**config.mk**
```make
export PLATFORM = sky130hd
export DESIGN_NAME = sort_frame_collector_flat
export DESIGN_NICKNAME = d
export VERILOG_FILES = /design/src/rtl/sort_frame_collector_if.sv /design/src/rtl/sort_frame_collector.sv /design/src/flat_wrapper.sv
export SDC_FILE = /design/constraint.sdc
export NUM_CORES = 1
export LEC_CHECK = 0
export CORE_MARGIN = 5
export CORE_UTILIZATION = 65
export CTS_BUF_LIST = sky130_fd_sc_hd__clkbuf_8
export CTS_CLUSTER_SIZE = 10
export DETAILED_ROUTE_END_ITERATION = 10
export DONT_BUFFER_PORTS = 1
export GPL_ROUTABILITY_DRIVEN = 1
export PLACE_DENSITY = 0.92
export SYNTH_ARGS = -nofsm -noshare
export SYNTH_HDL_FRONTEND = slang
export SYNTH_SLANG_ARGS = --single-unit
export TNS_END_PERCENT = 100
```
**constraint.sdc**
```tcl
create_clock -name clk -period 4.9 [get_ports clk]
set_input_delay 0 -clock clk [delete_from_list [all_inputs] [get_ports clk]]
set_output_delay 0 -clock clk [all_outputs]
set_load 0.03 [all_outputs]
```
**src/rtl/sort_frame_collector_if.sv**
```systemverilog
// Serial sorted-word input and parallel frame-result output
// of the sort frame collector.
interface sort_frame_collector_if #(
    parameter int DW = 5,
    parameter int N  = 4
);
    logic signed [DW-1:0] din;
    logic                 din_valid;
    logic                 din_first;
    logic                 out_ready;
    logic                 out_valid;
    logic [N*DW-1:0]      sorted_bus;
    logic signed [DW-1:0] median;
    logic signed [DW:0]   range;
    logic                 order_err;
    logic                 overrun;

    modport master (
        output din, din_valid, din_first, out_ready,
        input  out_valid, sorted_bus, median, range,
        input  order_err, overrun
    );

    modport slave (
        input  din, din_valid, din_first, out_ready,
        output out_valid, sorted_bus, median, range,
        output order_err, overrun
    );
endinterface

```
**src/rtl/sort_frame_collector.sv**
```systemverilog
// Reassembles a serial largest-first frame into a parallel bus
// and holds it with median and range on a valid/ready register.
module sort_frame_collector #(
    parameter int DW = 5,
    parameter int N  = 4
) (
    input logic clk,
    input logic rst_n,
    sort_frame_collector_if.slave io
);
    localparam int IW = $clog2(N);
    localparam logic signed [DW-1:0] MIN_W = {1'b1, {(DW-1){1'b0}}};

    typedef enum logic {IDLE, COLLECT} state_t;

    state_t               state_q, state_d;
    logic [IW-1:0]        idx_q, idx_d;
    logic                 err_q, err_d;
    logic signed [DW-1:0] cap_q [N];
    logic                 cap_en;
    logic [IW-1:0]        cap_idx;
    logic                 done;

    logic signed [DW-1:0] din_s;
    logic signed [DW-1:0] frame [N];
    logic [N*DW-1:0]      frame_bus;
    logic signed [DW:0]   mid_a, mid_b, top_w, bot_w;
    logic signed [DW-1:0] med_d;
    logic signed [DW:0]   rng_d;

    logic                 valid_q;
    logic [N*DW-1:0]      bus_q;
    logic signed [DW-1:0] med_q;
    logic signed [DW:0]   rng_q;
    logic                 oerr_q;
    logic                 ovr_q;

    assign din_s = io.din;

    always_ff @(posedge clk or negedge rst_n) begin
        if (!rst_n) begin
            state_q <= IDLE;
            idx_q   <= '0;
            err_q   <= 1'b0;
        end else begin
            state_q <= state_d;
            idx_q   <= idx_d;
            err_q   <= err_d;
        end
    end

    always_comb begin
        state_d = state_q;
        idx_d   = idx_q;
        err_d   = err_q;
        cap_en  = 1'b0;
        cap_idx = idx_q;
        done    = 1'b0;
        unique case (state_q)
            IDLE: begin
                if (io.din_valid && io.din_first) begin
                    cap_en  = 1'b1;
                    cap_idx = '0;
                    idx_d   = IW'(1);
                    err_d   = 1'b0;
                    state_d = COLLECT;
                end
            end
            COLLECT: begin
                if (io.din_valid) begin
                    cap_en = 1'b1;
                    // A fresh maximum silently restarts the frame
                    if (io.din_first) begin
                        cap_idx = '0;
                        idx_d   = IW'(1);
                        err_d   = 1'b0;
                    end else begin
                        err_d = err_q | (din_s > cap_q[idx_q - IW'(1)]);
                        if (idx_q == IW'(N-1)) begin
                            done    = 1'b1;
                            idx_d   = '0;
                            state_d = IDLE;
                        end else begin
                            idx_d = idx_q + IW'(1);
                        end
                    end
                end
            end
            default: ;
        endcase
    end

    always_ff @(posedge clk or negedge rst_n) begin
        if (!rst_n) begin
            for (int k = 0; k < N; k++) cap_q[k] <= MIN_W;
        end else if (cap_en) begin
            cap_q[cap_idx] <= din_s;
        end
    end

    // Completing frame: buffered ranks plus the last beat still on din
    always_comb begin
        frame_bus = '0;
        for (int k = 0; k < N; k++) begin
            frame[k] = (k == N-1) ? din_s : cap_q[k];
            frame_bus[k*DW +: DW] = frame[k];
        end
    end

    assign mid_a = frame[N/2-1];
    assign mid_b = frame[N/2];
    assign top_w = frame[0];
    assign bot_w = frame[N-1];
    assign med_d = DW'((mid_a + mid_b) >>> 1);
    assign rng_d = top_w - bot_w;

    always_ff @(posedge clk or negedge rst_n) begin
        if (!rst_n) begin
            valid_q <= 1'b0;
            bus_q   <= {N{MIN_W}};
            med_q   <= MIN_W;
            rng_q   <= '0;
            oerr_q  <= 1'b0;
            ovr_q   <= 1'b0;
        end else if (done && (!valid_q || io.out_ready)) begin
            valid_q <= 1'b1;
            bus_q   <= frame_bus;
            med_q   <= med_d;
            rng_q   <= rng_d;
            oerr_q  <= err_d;
        end else begin
            if (done) ovr_q <= 1'b1;
            if (valid_q && io.out_ready) valid_q <= 1'b0;
        end
    end

    assign io.out_valid  = valid_q;
    assign io.sorted_bus = bus_q;
    assign io.median     = med_q;
    assign io.range      = rng_q;
    assign io.order_err  = oerr_q;
    assign io.overrun    = ovr_q;
endmodule

```
**src/flat_wrapper.sv**
```systemverilog
// flat-port wrapper written by rule: the top's interface ports become plain ports
module sort_frame_collector_flat 
#(
    parameter int DW = 5,
    parameter int N  = 4
)
  (clk, rst_n, io_din, io_din_valid, io_din_first, io_out_ready, io_out_valid, io_sorted_bus, io_median, io_range, io_order_err, io_overrun);
  sort_frame_collector_if #(.DW(DW), .N(N)) io_i ();
  input logic clk;
  input logic rst_n;
  input wire logic [$bits(io_i.din)-1:0] io_din;
  input wire logic [$bits(io_i.din_valid)-1:0] io_din_valid;
  input wire logic [$bits(io_i.din_first)-1:0] io_din_first;
  input wire logic [$bits(io_i.out_ready)-1:0] io_out_ready;
  output wire logic [$bits(io_i.out_valid)-1:0] io_out_valid;
  output wire logic [$bits(io_i.sorted_bus)-1:0] io_sorted_bus;
  output wire logic [$bits(io_i.median)-1:0] io_median;
  output wire logic [$bits(io_i.range)-1:0] io_range;
  output wire logic [$bits(io_i.order_err)-1:0] io_order_err;
  output wire logic [$bits(io_i.overrun)-1:0] io_overrun;
  assign io_i.din = io_din;
  assign io_i.din_valid = io_din_valid;
  assign io_i.din_first = io_din_first;
  assign io_i.out_ready = io_out_ready;
  assign io_out_valid = io_i.out_valid;
  assign io_sorted_bus = io_i.sorted_bus;
  assign io_median = io_i.median;
  assign io_range = io_i.range;
  assign io_order_err = io_i.order_err;
  assign io_overrun = io_i.overrun;
  sort_frame_collector #(.DW(DW), .N(N)) u_core (.clk(clk), .rst_n(rst_n), .io(io_i));
endmodule
```
Yosys cells after proc, flatten, opt, wreduce, memory -nomap -nowiden
Cells that the tools add are included.
{ "op_classes": {"n_addsub": 4, "order_cmp": 4, "eq_ne": 3, "mux": 32, "n_bitwise": 5, "reduce_logical": 9} }
{ "ops": {"columns": ["operator", "n"], "rows": [
  ["20-bit bitwise mux", 1],
  ["5-bit two-way mux", 3],
  ["1-bit two-way mux", 14],
  ["2-bit two-way mux", 7],
  ["5-bit binary-select mux with 2-bit select", 1],
  ["5-bit demux with 2-bit select", 1],
  ["2-bit case mux with 2 select lines", 2],
  ["5-bit by 5-bit adder with 6-bit output", 1],
  ["3-bit >= comparator (second input constant)", 2],
  ["2-bit inverter with 3-bit output", 2],
  ["1-bit case mux with 2 select lines", 3],
  ["5-bit by 5-bit subtractor with 6-bit output", 1],
  ["5-bit greater-than comparator", 1],
  ["1-bit logical AND", 4],
  ["2-bit AND reduction", 2],
  ["3-bit by 1-bit less-than comparator with 1-bit output (second input constant)", 1],
  ["2-bit by 1-bit adder with 2-bit output (second input constant)", 1],
  ["2-bit == test (second input constant)", 1],
  ["2-bit by 1-bit != test with 1-bit output (second input constant)", 1],
  ["2-bit != test (second input constant)", 1],
  ["1-bit inverter", 2],
  ["2-bit nonzero test", 1],
  ["2-bit by 1-bit subtractor with 2-bit output (second input constant)", 1],
  ["1-bit zero test", 1],
  ["2 further kinds", 2]
]} }
{ "totals": {"register_bits": 58, "in_bits": 10, "out_inout_bits": 34, "wordCells": 70} }

Logic depth before layout (Yosys ltp)
{ "depth": {"word_depth": 10, "ltp_mapped": 8, "depth_no_buf": 8} }

Least setup slack after synthesis
No wires, ideal clock.
{ "synth_timing": {"path_type": "flip-flop to flip-flop", "start": "reg u_core.idx_q[1]", "end": "reg u_core.oerr_q (netlist: u_core.io.order_err)", "setup_time_ns": 0.082, "t_arrival_ns": 2.094, "t_required_ns": 4.818, "slack_ns": 2.724, "stages_incl_launch_ff": 8, "path_buffers": 0, "period_less_slack_ns": 2.176, "path_cell_list": "dfrtp_1 ha_1 mux4_2 ha_1 and4_1 mux2i_1 o21ai_0 a31oi_1"} }
{ "synth_between": {"elab_chain_len": 10, "word_cells_on_any_way": 16, "classes_between": "add/sub (1); order compare (1); eq/ne (1); mux (10); bitwise (2); reduce/logical (1)"} }
{ "synth_rtl": {"columns": ["element", "line_no", "text"], "rows": [
  ["start, declared", "sort_frame_collector.sv:17", "logic [IW-1:0] idx_q, idx_d;"],
  ["start signal, assigned", "sort_frame_collector.sv:47", "idx_q <= idx_d;"],
  ["2-bit by 1-bit subtractor with 2-bit output", "sort_frame_collector.sv:78", "err_d = err_q | (din_s > cap_q[idx_q - IW'(1)]);"],
  ["2-bit inverter with 3-bit output (not written as such)", "sort_frame_collector.sv:78", null],
  ["5-bit binary-select mux with 2-bit select", "sort_frame_collector.sv:78", null],
  ["5-bit two-way mux (not written as such) (2 in series)", "sort_frame_collector.sv:78", null],
  ["5-bit greater-than comparator", "sort_frame_collector.sv:78", null],
  ["1-bit bitwise OR", "sort_frame_collector.sv:78", null],
  ["1-bit two-way mux", "sort_frame_collector.sv:73", "if (io.din_first) begin"],
  ["1-bit two-way mux", "sort_frame_collector.sv:70", "if (io.din_valid) begin"],
  ["1-bit case mux with 2 select lines", "sort_frame_collector.sv:59", "unique case (state_q)"],
  ["end signal, assigned", "sort_frame_collector.sv:130", "oerr_q <= err_d;"],
  ["end, declared", "sort_frame_collector.sv:35", "logic oerr_q;"]
]} }
Parallel ways exist; a longest one is shown, timed or not. The select of a mux whose other input is x is not followed.
A chain may end at the register's enable or synchronous reset.

Worst setup path after layout
{ "layout_timing": {"start": "reg u_core.idx_q[0]", "end": "reg u_core.oerr_q (netlist: u_core.io.order_err)"} }
Same word-level chain as after synthesis.

==> qor.yml <==
yosys_warnings: 0
synth_area_um2: 2850
worst_setup_path_start_kind: "flop"
cpMaxStageDelayCell: "dfrtp_1"
rows: 24
synth_area_per_cell_um2: 10.7
crit_top_cell: "ha_1"
htreeDepth: 3
viasPerCell: 6.01
cts_buffers: 9
max_stage_delay_ns: 0.56
tns_ns: 0
drive_gt1_frac: 0.164
power.total_mw: 2.33
yosysTopAreaCell: "dfrtp_1"
setup_violations: 0
core_area_um2: 4290
cp_max_fo: 11
drt-initial-drc-count: 160
ys_seq_elements: 58
area_growth_pct: 11.8
whs_ns: 0.113
slew_headroom: 0.620
drt_wl_total_um: 6400
nets: 308
cp.depth: 7
grt_remaining_overflow: 0
die_x_um: 76.2
dp_slack_ns: 2.23
synth.area.top_cells: "dfrtp_1, nand2_1, dfstp_2"
synth_most_common_cell: "nand2_1"
r2r_cells: 7
drc: 0
crit_family: "adder cells"
port-buffer-count: 0
fmax_mhz: 374
clockRootBuffer: "clkbuf_8"
min_period_ns: 2.67
wl_per_cell_um: 18.9
fp.dieH_um: 76.2
insertion_delay_ns: 0.33
place_hpwl_um: 4360
power.leakage_nw: 1.53
start_util: 0.664
cp_num_buf_inv: 0
critPathKind: "reg -> reg"
period_share: 0.546
setup_slack_ns: 2.23
io-pin-count: 44
num_antenna_cells: 0
hold_depth: 4
antenna_found_initial: 0
tightest_slew_ns: 0.568
synth_top_area_frac: 0.430
grt_pass1_vias: 2152
synth_edf_count: 0
rrSetupSlack_ns: 2.23
grt_max_degree: 59
max-cap-violations: 0
hold_path.class: "in -> reg"
cts.path.max_buffers: 2
cts_sinks: 58
synthCells: 267
vdd_drop_max_mv: 0.345
critPathCaptureType: "flop"
die-area_um2: 5810
ctsResizeCount: 0
synth-async-reset-ratio: 1.00
first_pass_iters: 5
cts_tree: "done"
drt.antenna.violating_nets: 0
grt_first_pass_wirelength_um: 11100
vias: 2033
required_ns: 5.14
synth_common_cells: "nand2_1, dfrtp_1, o21ai_0"
clk_pin_slew_ns: 0.06
ys.flop_type: "dfrtp_1"
final-hold-violation-count: 0
clock_skew_ns: 0.00635
cp.arrival_ns: 2.92
final_core_util: 0.742
grtUsageTotal: 0.241
gp_congestion: 0.888
slew_violations: 0
cp_cell_sequence: "ha_1 -> mux4_2 -> ha_1 -> and4_1 -> mux2i_1 -> o21ai_0 -> a31oi_1"
outcome: "finished, final reports clean"
ys_types: 41
fillers: 275
p_per_area_nw_per_um2: 730
post_cts_buffers: 0
syn_nets: 294
synth-seq-area-share: 0.513
grt_setup_unrepaired: "no"
## path summary, 6_finish.rpt
check,from,end
worst max register to register,u_core.idx_q[0]$_DFFE_PN0P_,u_core.io.order_err$_DFFE_PN0P_
max in group asynchronous,rst_n,u_core.cap_q[14]$_DFFE_PN1P_
worst max-delay path,u_core.idx_q[0]$_DFFE_PN0P_,u_core.io.order_err$_DFFE_PN0P_
min in group asynchronous,rst_n,u_core.io.sorted_bus[18]$_DFFE_PN0P_
worst min register to register,u_core.cap_q[3]$_DFFE_PN0P_,u_core.cap_q[3]$_DFFE_PN0P_
worst min-delay path,io_din[4],u_core.err_q$_DFF_PN0_
## cells by family after synthesis
| family | count (synthesis) | synth area share |
|---|---|---|
| xor+xnor | 2 | 0.00614 |
| compound gates | 47 | 0.0983 |
| flops | 58 | 0.513 |
| simple gates | 98 | 0.158 |
| fa+ha+maj | 17 | 0.0799 |
| buf+inv | 25 | 0.0426 |
| mux | 20 | 0.102 |
## metrics by stage
step / instances / instance area, um^2
after floorplan: 267 / 2850
after global placement: 311 / 2870
after detailed placement: 311 / 2870
after CTS: 338 / 3190
after global routing: 338 / 3190
final: 338 / 3190
## worst reg2reg max path, stage by stage, from the launching register on
cell and delay (ns):
dfrtp_1 0.56, ha_1 0.54, mux4_2 0.55, ha_1 0.29, and4_1 0.21, mux2i_1 0.11
o21ai_0 0.11, a31oi_1 0.21
## layout by cell type (no fill, tap or decap), types with 4 or more instances in the layout
master and instances:
mux4_2 5, dfstp_2 9, nand2_1 67, dfrtp_1 49, o21ai_0 26, mux2_2 7
o21a_1 5, mux2i_1 4, o31ai_1 4, ha_1 15, mux2_4 4, dlygate4sd3_1 10
nand2b_1 6, clkbuf_8 13, inv_1 16, nor2_1 8
## routing by layer
metal	share of wire	global-route usage
met3	0.070	0.0780
met2	0.52	0.396
met4	0.031	0.107
met1	0.38	0.290
met5	0	0
## report_power, final
| group | leakage (nW) | internal, mW | switching, mW | total (mW) |
|---|---|---|---|---|
| registers | 0.705 | 0.712 | 0.450 | 1.16 |
| logic | 0.722 | 0.365 | 0.382 | 0.747 |
| clock network | 0.107 | 0.235 | 0.181 | 0.416 |
| total | 1.53 | 1.31 | 1.01 | 2.33 |
## layout make-up
cell class	count	area [um^2]	share of cell area
flip-flops and latches	58	1460	0.459
multi-input cells	184	1270	0.398
clock buffers	13	179	0.0561
repair buffers	13	143	0.0448
well taps	52	65.1	0.0204
inverters	15	56.3	0.0177
clock inverters	3	13.8	0.00432
## registers in the layout, summed over array words and instances, names as in the netlist
signal and count:
u_core.io.sorted_bus 20, u_core.err_q 1, u_core.io.range 6, u_core.io.overrun 1, u_core.io.median 5, u_core.io.order_err 1, u_core.cap_q 20, u_core.state_q 1
u_core.io.out_valid 1, u_core.idx_q 2
## timing repair
| item | in CTS | in global routing |
|---|---|---|
| setup endpoints to repair | 0 | 0 |
| hold endpoints to repair | 92 | 0 |
| hold buffers | 11 | 0 |
(Power assumes the default switching activity.)
